===== src/rtl/wallace_mul8_seq.sv =====
// wallace_mul8_seq: 8x8 unsigned multiplier that time-shares a single
// combinational 4x4 Wallace multiplier over four nibble partial products.
// Operands are captured on the input handshake. The product is accumulated
// over P0..P3 and then held in DONE until the consumer takes it.

// 4x4 unsigned Wallace-tree multiplier. First layer reduces the bit heap
// with per-column full/half adders, a carry-save layer then folds three rows
// into two, and a final carry-propagate add produces the product.
module wallace (
  input  logic [3:0] A,
  input  logic [3:0] B,
  output logic [7:0] prod
);
  logic [3:0][3:0] pp;       // pp[i][j] = A[i] & B[j], weight i+j
  logic s1, c1, s2, c2, s3, c3, s4, c4, s5, c5;
  logic [7:0] r0, r1, r2, csa_s, csa_c;

  // Partial-product bit matrix
  always_comb begin
    for (int i = 0; i < 4; i++)
      for (int j = 0; j < 4; j++)
        pp[i][j] = A[i] & B[j];
  end

  // First reduction layer, one adder per column of height >= 2
  always_comb begin
    {c1, s1} = {1'b0, pp[0][1]} + {1'b0, pp[1][0]};
    {c2, s2} = {1'b0, pp[0][2]} + {1'b0, pp[1][1]} + {1'b0, pp[2][0]};
    {c3, s3} = {1'b0, pp[0][3]} + {1'b0, pp[1][2]} + {1'b0, pp[2][1]};
    {c4, s4} = {1'b0, pp[1][3]} + {1'b0, pp[2][2]} + {1'b0, pp[3][1]};
    {c5, s5} = {1'b0, pp[2][3]} + {1'b0, pp[3][2]};
  end

  // Remaining bits regrouped into three rows, then one carry-save layer
  always_comb begin
    r0    = {1'b0, pp[3][3], s5, s4, s3, s2, s1, pp[0][0]};
    r1    = {1'b0, c5, c4, c3, pp[3][0], c1, 2'b00};
    r2    = {4'b0000, c2, 3'b000};
    csa_s = r0 ^ r1 ^ r2;
    csa_c = {((r0[6:0] & r1[6:0]) | (r0[6:0] & r2[6:0]) | (r1[6:0] & r2[6:0])), 1'b0};
    prod  = csa_s + csa_c;
  end
endmodule

module wallace_mul8_seq #(
  parameter int COUNT_W = 8
) (
  input  logic               clk,
  input  logic               rst,
  input  logic               in_valid,
  output logic               in_ready,
  input  logic [7:0]         a,
  input  logic [7:0]         b,
  output logic               out_valid,
  input  logic               out_ready,
  output logic [15:0]        prod,
  output logic               busy,
  output logic [COUNT_W-1:0] ops_done
);
  localparam logic [2:0] S_IDLE = 3'd0;
  localparam logic [2:0] S_P0   = 3'd1;
  localparam logic [2:0] S_P1   = 3'd2;
  localparam logic [2:0] S_P2   = 3'd3;
  localparam logic [2:0] S_P3   = 3'd4;
  localparam logic [2:0] S_DONE = 3'd5;

  logic [2:0]         state_q, state_d;
  logic [7:0]         a_q, a_d, b_q, b_d;
  logic [15:0]        acc_q, acc_d;
  logic [COUNT_W-1:0] ops_q, ops_d;

  logic [3:0]  w_a, w_b;
  logic [7:0]  w_pp;
  logic [15:0] pp_sh;

  wallace u_wallace (
    .A    (w_a),
    .B    (w_b),
    .prod (w_pp)
  );

  // Nibble select and partial-product alignment for the current phase.
  // IDLE/DONE leave the multiplier on the low nibbles and add nothing.
  always_comb begin
    w_a   = a_q[3:0];
    w_b   = b_q[3:0];
    pp_sh = '0;
    case (state_q)
      S_P0: begin w_a = a_q[3:0]; w_b = b_q[3:0]; pp_sh = {8'h00, w_pp};        end
      S_P1: begin w_a = a_q[3:0]; w_b = b_q[7:4]; pp_sh = {4'h0, w_pp, 4'h0};   end
      S_P2: begin w_a = a_q[7:4]; w_b = b_q[3:0]; pp_sh = {4'h0, w_pp, 4'h0};   end
      S_P3: begin w_a = a_q[7:4]; w_b = b_q[7:4]; pp_sh = {w_pp, 8'h00};        end
      default: ;
    endcase
  end

  // Next-state, operand capture, accumulation and delivery counting
  always_comb begin
    state_d = state_q;
    a_d     = a_q;
    b_d     = b_q;
    acc_d   = acc_q;
    ops_d   = ops_q;
    case (state_q)
      S_IDLE: if (in_valid) begin
        a_d     = a;
        b_d     = b;
        acc_d   = '0;
        state_d = S_P0;
      end
      S_P0: begin acc_d = acc_q + pp_sh; state_d = S_P1;   end
      S_P1: begin acc_d = acc_q + pp_sh; state_d = S_P2;   end
      S_P2: begin acc_d = acc_q + pp_sh; state_d = S_P3;   end
      S_P3: begin acc_d = acc_q + pp_sh; state_d = S_DONE; end
      S_DONE: if (out_ready) begin
        ops_d   = ops_q + COUNT_W'(1);
        state_d = S_IDLE;
      end
      default: state_d = S_IDLE;
    endcase
  end

  // State registers; reset abandons any operation in flight
  always_ff @(posedge clk) begin
    if (rst) begin
      state_q <= S_IDLE;
      a_q     <= '0;
      b_q     <= '0;
      acc_q   <= '0;
      ops_q   <= '0;
    end else begin
      state_q <= state_d;
      a_q     <= a_d;
      b_q     <= b_d;
      acc_q   <= acc_d;
      ops_q   <= ops_d;
    end
  end

  // Outputs decode from state and registers only
  always_comb begin
    in_ready  = (state_q == S_IDLE);
    out_valid = (state_q == S_DONE);
    busy      = (state_q != S_IDLE);
    prod      = acc_q;
    ops_done  = ops_q;
  end
endmodule


===== config.mk =====
export PLATFORM = sky130hd
export DESIGN_NAME = wallace_mul8_seq
export DESIGN_NICKNAME = d
export VERILOG_FILES = /design/src/rtl/wallace_mul8_seq.sv
export SDC_FILE = /design/constraint.sdc
export NUM_CORES = 1
export LEC_CHECK = 0
export BUFFER_PORTS_ARGS = -buffer_cell sky130_fd_sc_hd__buf_2
export CORE_MARGIN = 8
export CORE_UTILIZATION = 40
export DETAILED_ROUTE_END_ITERATION = 8
export PLACE_DENSITY_LB_ADDON = 0.1
export SLEW_MARGIN = 15
export SYNTH_ARGS = -nofsm -noshare
export SYNTH_HDL_FRONTEND = slang
export SYNTH_SLANG_ARGS = --single-unit

===== constraint.sdc =====
create_clock -name clk -period 11.95 [get_ports clk]
set_clock_uncertainty 0.15 [all_clocks]
set_input_delay 0 -clock clk [delete_from_list [all_inputs] [get_ports clk]]
set_output_delay 0 -clock clk [all_outputs]
set_load 0.01 [all_outputs]

# == After elaboration in Yosys (flattened, before gate mapping) ==
# Cells that the tools add are included.
# word_totals
reg_bits,43
out_inout_bits,27
# classes
n_addsub,11
eq_ne,7
mux,8
bitwise_logic,23
n_reduce_logical,11
# op_table
operator,n
16-bit one-hot mux with 3 select lines,1
16-bit one-hot mux with 2 select lines,1
3-bit one-hot mux with 6 select lines,1
16-bit adder,1
1-bit AND,16
16-bit two-way mux,1
7-bit by 4-bit AND with 7-bit output,2
7-bit OR,2
1-bit by 1-bit adder with 2-bit output,5
8-bit by 1-bit adder with 8-bit output (second input constant),1
8-bit adder,1
4-bit two-way mux,2
2-bit AND reduction,4
8-bit by 4-bit bitwise XOR with 8-bit output,1
7-bit AND,1
7-bit bitwise XOR,1
2-bit by 1-bit adder with 2-bit output,3
3-bit by 2-bit == test with 1-bit output (second input constant),2
3-bit == test (second input constant),2
3-bit two-way mux,2
2-bit OR reduction,3
4-bit OR reduction,1
3-bit by 1-bit == test with 1-bit output (second input constant),1
3-bit zero test,1
4 further kinds,4

# == Depth between registers and ports, before layout ==
# Gate-level depths: netlist (run 1).
# depth
ltp_word,13
mapped_depth,23

# == Modules after synthesis ==
# Synthesis (run 1) repeated with hierarchy kept, for this count alone.
# unflattened
hier_cells,382
hier_area_um2,3049.2
# modules_own_cells
mod,n_inst,cells_per_inst,area_each_um2,seq_area_each_um2
wallace_mul8_seq,1,334,2643.8,860.8
wallace,1,48,405.4,0.0

# == Worst setup path before layout (run 1) ==
# No wires, ideal clock.
# synth_timing
path_kind,flip-flop to flip-flop
from,reg state_q[2]
to,"reg acc_q[15], in the netlist prod[15]"
setup_time_ns,0.120
arrival_ns,5.138
required_time_ns,11.680
path_slack_ns,6.542
path_stages_with_launch,24
path_buffers,3
synth_period_minus_slack_ns,5.408
path_cell_list,dfxtp_1 -> buf_6 -> and3b_1 -> or2_2 -> clkbuf_2 -> mux2i_1 -> or2_2 -> fa_1 -> fa_1 -> inv_1 -> ha_1 -> fa_1 -> a21o_1 -> a21oi_1 -> xnor2_1 -> a22o_1 -> ha_1 -> clkbuf_1 -> nand4_1 -> inv_1 -> o211ai_1 -> a21o_1 -> and4b_1 -> a211o_1
# synth_between
elab_chain_len,13
elab_cells_between_ends,49
# synth_lines
item,line_no,rtl
"start, declared",67,"logic [2:0] state_q, state_d;"
"start signal, assigned",132,state_q <= state_d;
3-bit == test / 3-bit by 2-bit == test with 1-bit output (equally long branches),"88, 104",
2-bit OR reduction (no line),--,
4-bit two-way mux,88,case (state_q)
1-bit AND,22,pp[i][j] = A[i] & B[j];
1-bit by 1-bit adder with 2-bit output (on tied branches),"28, 29, 30",
2-bit by 1-bit adder with 2-bit output (on tied branches),"28, 29, 30",
7-bit AND / 7-bit by 4-bit AND with 7-bit output (equally long branches),40,"csa_c = {((r0[6:0] & r1[6:0]) | (r0[6:0] & r2[6:0]) | (r1[6:0] & r2[6:0])), 1'b0};"
7-bit OR (2 in a row),40,
8-bit adder,41,prod = csa_s + csa_c;
16-bit one-hot mux with 3 select lines,88,
16-bit adder,--,
16-bit one-hot mux with 2 select lines,104,case (state_q)
"end signal, assigned",129,acc_q <= '0;
"end signal, assigned",135,acc_q <= acc_d;
"end, declared",69,"logic [15:0] acc_q, acc_d;"
# Several ways; a longest one is shown, not always the timed one.
# A chain may end at the register's enable or synchronous reset.

# == Worst setup path in the final report (run 1) ==
# Same ends and word-level chain as after synthesis.

==> results of run 1 <==
cells in the final DEF, fill, tap and decap left out, types with 8 or more instances in the layout:
cell type      count
a22o_1            10
nor2_1            35
or2_2             12
dlygate4sd3_1     18
inv_1             15
ha_1              26
buf_2             46
xor2_1            12
mux2i_1            9
xnor2_1           12
nand2_1           46
a22oi_1           12
dfxtp_1           43
a21oi_1           33
and2_1             8
worst max-delay path, stage by stage, from the launching register on:
cell	delay, ps
dfxtp_1	720
nor3b_4	430
or2_2	260
mux2i_1	140
or2_2	310
fa_1	500
fa_1	540
inv_1	40
ha_1	200
fa_1	400
a21o_1	190
a21oi_1	220
xnor2_1	120
a22oi_1	160
nor2_1	60
ha_1	220
a21oi_1	280
o21ai_0	200
a21oi_1	210
nand3_1	120
and4b_1	230
a211o_1	260
state kept, by name (all words and copies together), names as in the netlist:
register	count
a_q	8
b_q	8
ops_done	8
prod	16
state_q	3
cells by family after synthesis:
group / count (synthesis) / synth area share [%]
buffers and inverters: 30 / 4.71
adder cells (fa/ha/maj): 32 / 15.2
AND/OR/NAND/NOR: 131 / 21.7
flip-flops: 43 / 29.5
AO/OA/AOI/OAI: 80 / 17.7
multiplexers: 10 / 3.47
XOR/XNOR: 25 / 7.75
power by group through the flow:
stage	clock, mW	combinational (mW)	sequential (mW)
2_1_floorplan	0	0.0516	0.157
3_3_place_gp	0	0.0621	0.161
3_5_place_dp	0	0.0625	0.161
4_1_cts	0.119	0.0676	0.158
5_1_grt	0.124	0.0754	0.159
6_report	0.116	0.0667	0.158
stage by stage:
stage,total power [mW],instance area (um2),hold WS [ps],setup WS [ps]
after floorplan,0.208,2920,-14.0,6540
after global routing,0.359,3480,117,5420
final,0.340,3480,64.1,5890
after detailed placement,0.224,3200,97.0,5920
after global placement,0.223,3200,91.3,6080
after CTS,0.345,3480,73.6,5900
layer usage:
| layer | global-route usage, % | vias to the layer above |
|---|---|---|
| met4 | 4.70 | 0 |
| met2 | 24.0 | 41 |
| li1 | - | 1328 |
| met1 | 17.0 | 1208 |
| met5 | 0 | - |
| met3 | 3.37 | 9 |
worst paths after layout:
check | end | slack (ps) | depth (start not counted)
setup / recovery | prod[15] | 5890 | 21
hold / removal | state_q[2] | 60 | 2
setup reg to reg | prod[15] | 5890 | 21
hold reg to reg | b_q[7] | 310 | 2
layout make-up:
class / count / area [um2] / share of cell area (%)
sequential: 43 / 861 / 24.7
inverter: 15 / 56.3 / 1.62
timing repair buffer: 64 / 410 / 11.8
tap: 99 / 124 / 3.56
clock buffer: 5 / 68.8 / 1.98
clock inverter: 2 / 37.5 / 1.08
multi-input combinational: 278 / 1920 / 55.3
==> impl_metrics.toml, run 1 <==
[cts]
cts_sinks = 43
clockBufferDepth = 2
insertion_delay_ps = 310
cts_resized = 0
clk_pin_slew_ps = 90
cts_buffers = 5
postCtsHoldBufs = 18
postCtsSetupBuffers = 0
cts_tree = "built"
htree_levels = 2
root_buffer = "clkbuf_8"

[setup_path]
reg2reg_from = "state_q[2]"
cp_max_fo = 18
cp.arrival_ps = 6120
end_kind = "flop"
startpoint_type = "flop"
worstSetupPathType = "reg2reg"
required_ps = 12000
startpoint = "state_q[2]"

[yosys]
synth_common_cells = "46 x nand2_1, 43 x dfxtp_1, 35 x nor2_1"
syn_inst = 351
seq_area_frac_synth_pct = 29.5
async_reset_ff_share_pct = 0
synth_area_leaders = "dfxtp_1 29%, ha_1 11%, nand2_1 5.9%, a21oi_1 5.7%, nor2_1 4.5%"
yosys.area.top_type = "dfxtp_1"
synth-seq-cells = 43
postSynthAreaPerCell_um2 = 8.33
netlist_area_um2 = 2920
synth_edf_count = 0
yosys.area.top_type_share_pct = 29.5
synth_top_flop_cell = "dfxtp_1"
yosys_warnings = 0
synth_most_common_cell = "nand2_1"
synthDistinctLibCells = 44
syn-num-nets = 403

[sta]
fin_crit_ps = 6060
rsz0062_at_grt = "no"
max-slew-margin-rel_pct = 50.0
fin_crit_sh_pct = 50.7
worst_slew_pin_slew_ps = 749
finalMaxSlewViolations = 0
finalSetupTns_ps = 0
max_freq_mhz = 165
setup_viol = 0
hold_violations = 0

[grt]
grt_pass1_vias = 2605
grtUsageTotal_pct = 14.1
antenna_found_initial = 0
grt_max_degree = 37
grt_overflow = 0
grt_pass1_wl_um = 11900

[route]
drc = 0
postRouteAntennaNets = 0
highest_layer = "met4"
routed_wl_um = 6820
dr.pass1.iters = 4
routed-wl-met3_um = 268
vias = 2586
met2_length_um = 3180
avgRoutedWirePerCell_um = 13.5
vias_per_cell = 5.11
first_iter_violations = 68
wl_met1_um = 3270

[die]
die_y_um = 101
rows = 31
design.core.area_um2 = 7180
io_pins = 47
initial_core_util_pct = 40.7
die_area_um2 = 10300
die_w_um = 101

[job]
drv.max_cap_violation_count = 0

[finish]
drive_gt1_share_pct = 17.2
nFillCells = 717
final_cells = 506
nets = 459
synthToLayoutAreaGrowth_pct = 19.1
diodes = 0
utilization_pct = 48.5

[power_and_ir_drop]
p_sw_uw = 103
pwr-share-seq_pct = 46.4
leakage_nw = 1.69
peakVddDrop_uv = 70.1
netSwitchingFraction_pct = 30.4
power_density_nw_per_um2 = 97.8
p_int_uw = 237
p_clk_share_pct = 34.0
pwr-share-comb_pct = 19.6

[worst_hold_path]
holdCritPathClass = "in2reg"
hold_start = "rst"

[run_status]
status = "completed"

[placed_design]
dp_hpwl_um = 5230
dpl.cell_count = 481
port_buffers = 46
place_congestion = 0.866
Power figures use the tool's default switching activity.
==> run 2, diff against run 1 <==
clock period = 6.05 ns   (was 11.95 ns; I/O delays follow)
==> impl_metrics.toml, run 2 (synthesized netlist as in run 1, its figures left out) <==
[finish]
nets = 461
design_area_um2 = 3500
drive_gt1_share_pct = 17.8
largest_reg_flops = 16
final_cell_mix = "46 x nand2_1, 46 x buf_2, 42 x dfxtp_1"
utilization_pct = 48.8
nFillCells = 700
synthToLayoutAreaGrowth_pct = 19.7
diodes = 0

[power_and_ir_drop]
pwr-share-comb_pct = 20.2
pwr-share-seq_pct = 46.0
leakage_nw = 1.70
fin_total_pwr_uw = 675
peakVddDrop_uv = 106
p_int_uw = 469
p_clk_share_pct = 33.8
netSwitchingFraction_pct = 30.5
p_sw_uw = 206
power_density_nw_per_um2 = 193

[grt]
grt_pass1_wl_um = 12000
grtUsageTotal_pct = 14.4
grt_max_degree = 37
use_met1_pct = 16.8
met3_usage_pct = 3.30
grt.met2_usage_pct = 25.3
antenna_found_initial = 0
grt_pass1_vias = 2616
grt_overflow = 0
top_usage_layer = "met2"

[worst_hold_path]
holdPathStages = 2
holdCritPathClass = "in2reg"

[placed_design]
port_buffers = 46
dpl_cell_area_um2 = 3210
pre_cts_ws_ps = 265
dp_hpwl_um = 5230
place_congestion = 0.895

[cts]
postCtsSetupBuffers = 0
cts_tree = "built"
clockBufferDepth = 2
root_buffer = "clkbuf_8"
insertion_delay_ps = 300
cts_sinks = 43
htree_levels = 2
clk_pin_slew_ps = 90
cts_buffers = 5

[sta]
fin_crit_ps = 5680
fin_crit_sh_pct = 93.9
worst_slew_pin_slew_ps = 833
finalMaxSlewViolations = 0
hold_violations = 0
max-slew-margin-rel_pct = 44.4
finalSetupTns_ps = 0
setup_viol = 0
rsz0062_at_grt = "no"
max_freq_mhz = 176
setup_ws_ps = 368

[die]
die_w_um = 101
design.core.area_um2 = 7180
die_y_um = 101
die_area_um2 = 10300
initial_core_util_pct = 40.7
io_pins = 47
rows = 31

[setup_path]
cp_num_cells = 21
startpoint_type = "flop"
slowest_delay_ps = 540
path_cells = "nor3b_4 > or2_2 > mux2i_1 > or2_2 > fa_1 > fa_1 > inv_1 > ha_1 > fa_1 > a21o_1 > a21oi_1 > xnor2_1 > a22oi_1 > nor2_1 > ha_1 > a21oi_1 > o21ai_0 > a21oi_1 > nand3_1 > and4b_1 > a211o_1"
required_ps = 6090
worstSetupPathType = "reg2reg"
cp_slowest_cell = "dfxtp_1"
critPathTopFamily = "adder cells"
end_kind = "flop"
cp_max_fo = 9
crit_buf_inv = 1
cp.arrival_ps = 5720
reg2reg_depth = 21

[route]
postRouteAntennaNets = 0
vias = 2559
vias_per_cell = 5.04
first_iter_violations = 68
avgRoutedWirePerCell_um = 13.8
drc = 0
routed_wl_um = 7030
dr.pass1.iters = 6

[run_status]
status = "completed"

[job]
drv.max_cap_violation_count = 0
## run 2: cell count changes in the layout (fill, tap and decap cells not counted)
cell     before  now
buf_4         0    2
dfxtp_1      43   42
dfxtp_2       0    1
## run 2: cell type report
class | instances | area (um2) | area share [%]
clock buffers | 5 | 68.8 | 1.97
clock inverters | 2 | 37.5 | 1.07
inverters | 15 | 56.3 | 1.61
multi-input cells | 278 | 1920 | 55.0
flip-flops and latches | 43 | 862 | 24.6
well taps | 99 | 124 | 3.54
repair buffers | 66 | 425 | 12.2
## run 2: routing by layer
layer  vias to the layer above  share of wire, %
li1                       1335                 -
met1                      1177                47
met2                        41                48
met3                         6               3.5
met4                         0               1.2
met5                         -                 0
## run 2: per-stage QoR
stage / std cells / hold WS [ps]
3_3_place_gp: 483 / 93.0
5_1_grt: 508 / 113
2_1_floorplan: 351 / -14.0
3_5_place_dp: 483 / 96.7
6_report: 508 / 71.4
4_1_cts: 508 / 78.6
## run 2: repair_timing
item                                    CTS  global route
resized for setup                         0             1
hold endpoints to repair                 18             0
endpoints found under the setup margin    0             3
hold buffers                             18             0
## run 2: power by group through the flow
stage	clock, mW	combinational [mW]	sequential [mW]
after global placement	0	0.126	0.317
after CTS	0.232	0.137	0.311
after floorplan	0	0.102	0.309
after detailed placement	0	0.127	0.317
final	0.228	0.136	0.311
after global routing	0.247	0.153	0.313
## run 2: final timing paths
check        startpoint          end  slack, ps
max          state_q[0]     prod[15]        370
min                 rst  ops_done[0]         70
max reg2reg  state_q[0]     prod[15]        370
min reg2reg      b_q[6]       b_q[6]        310
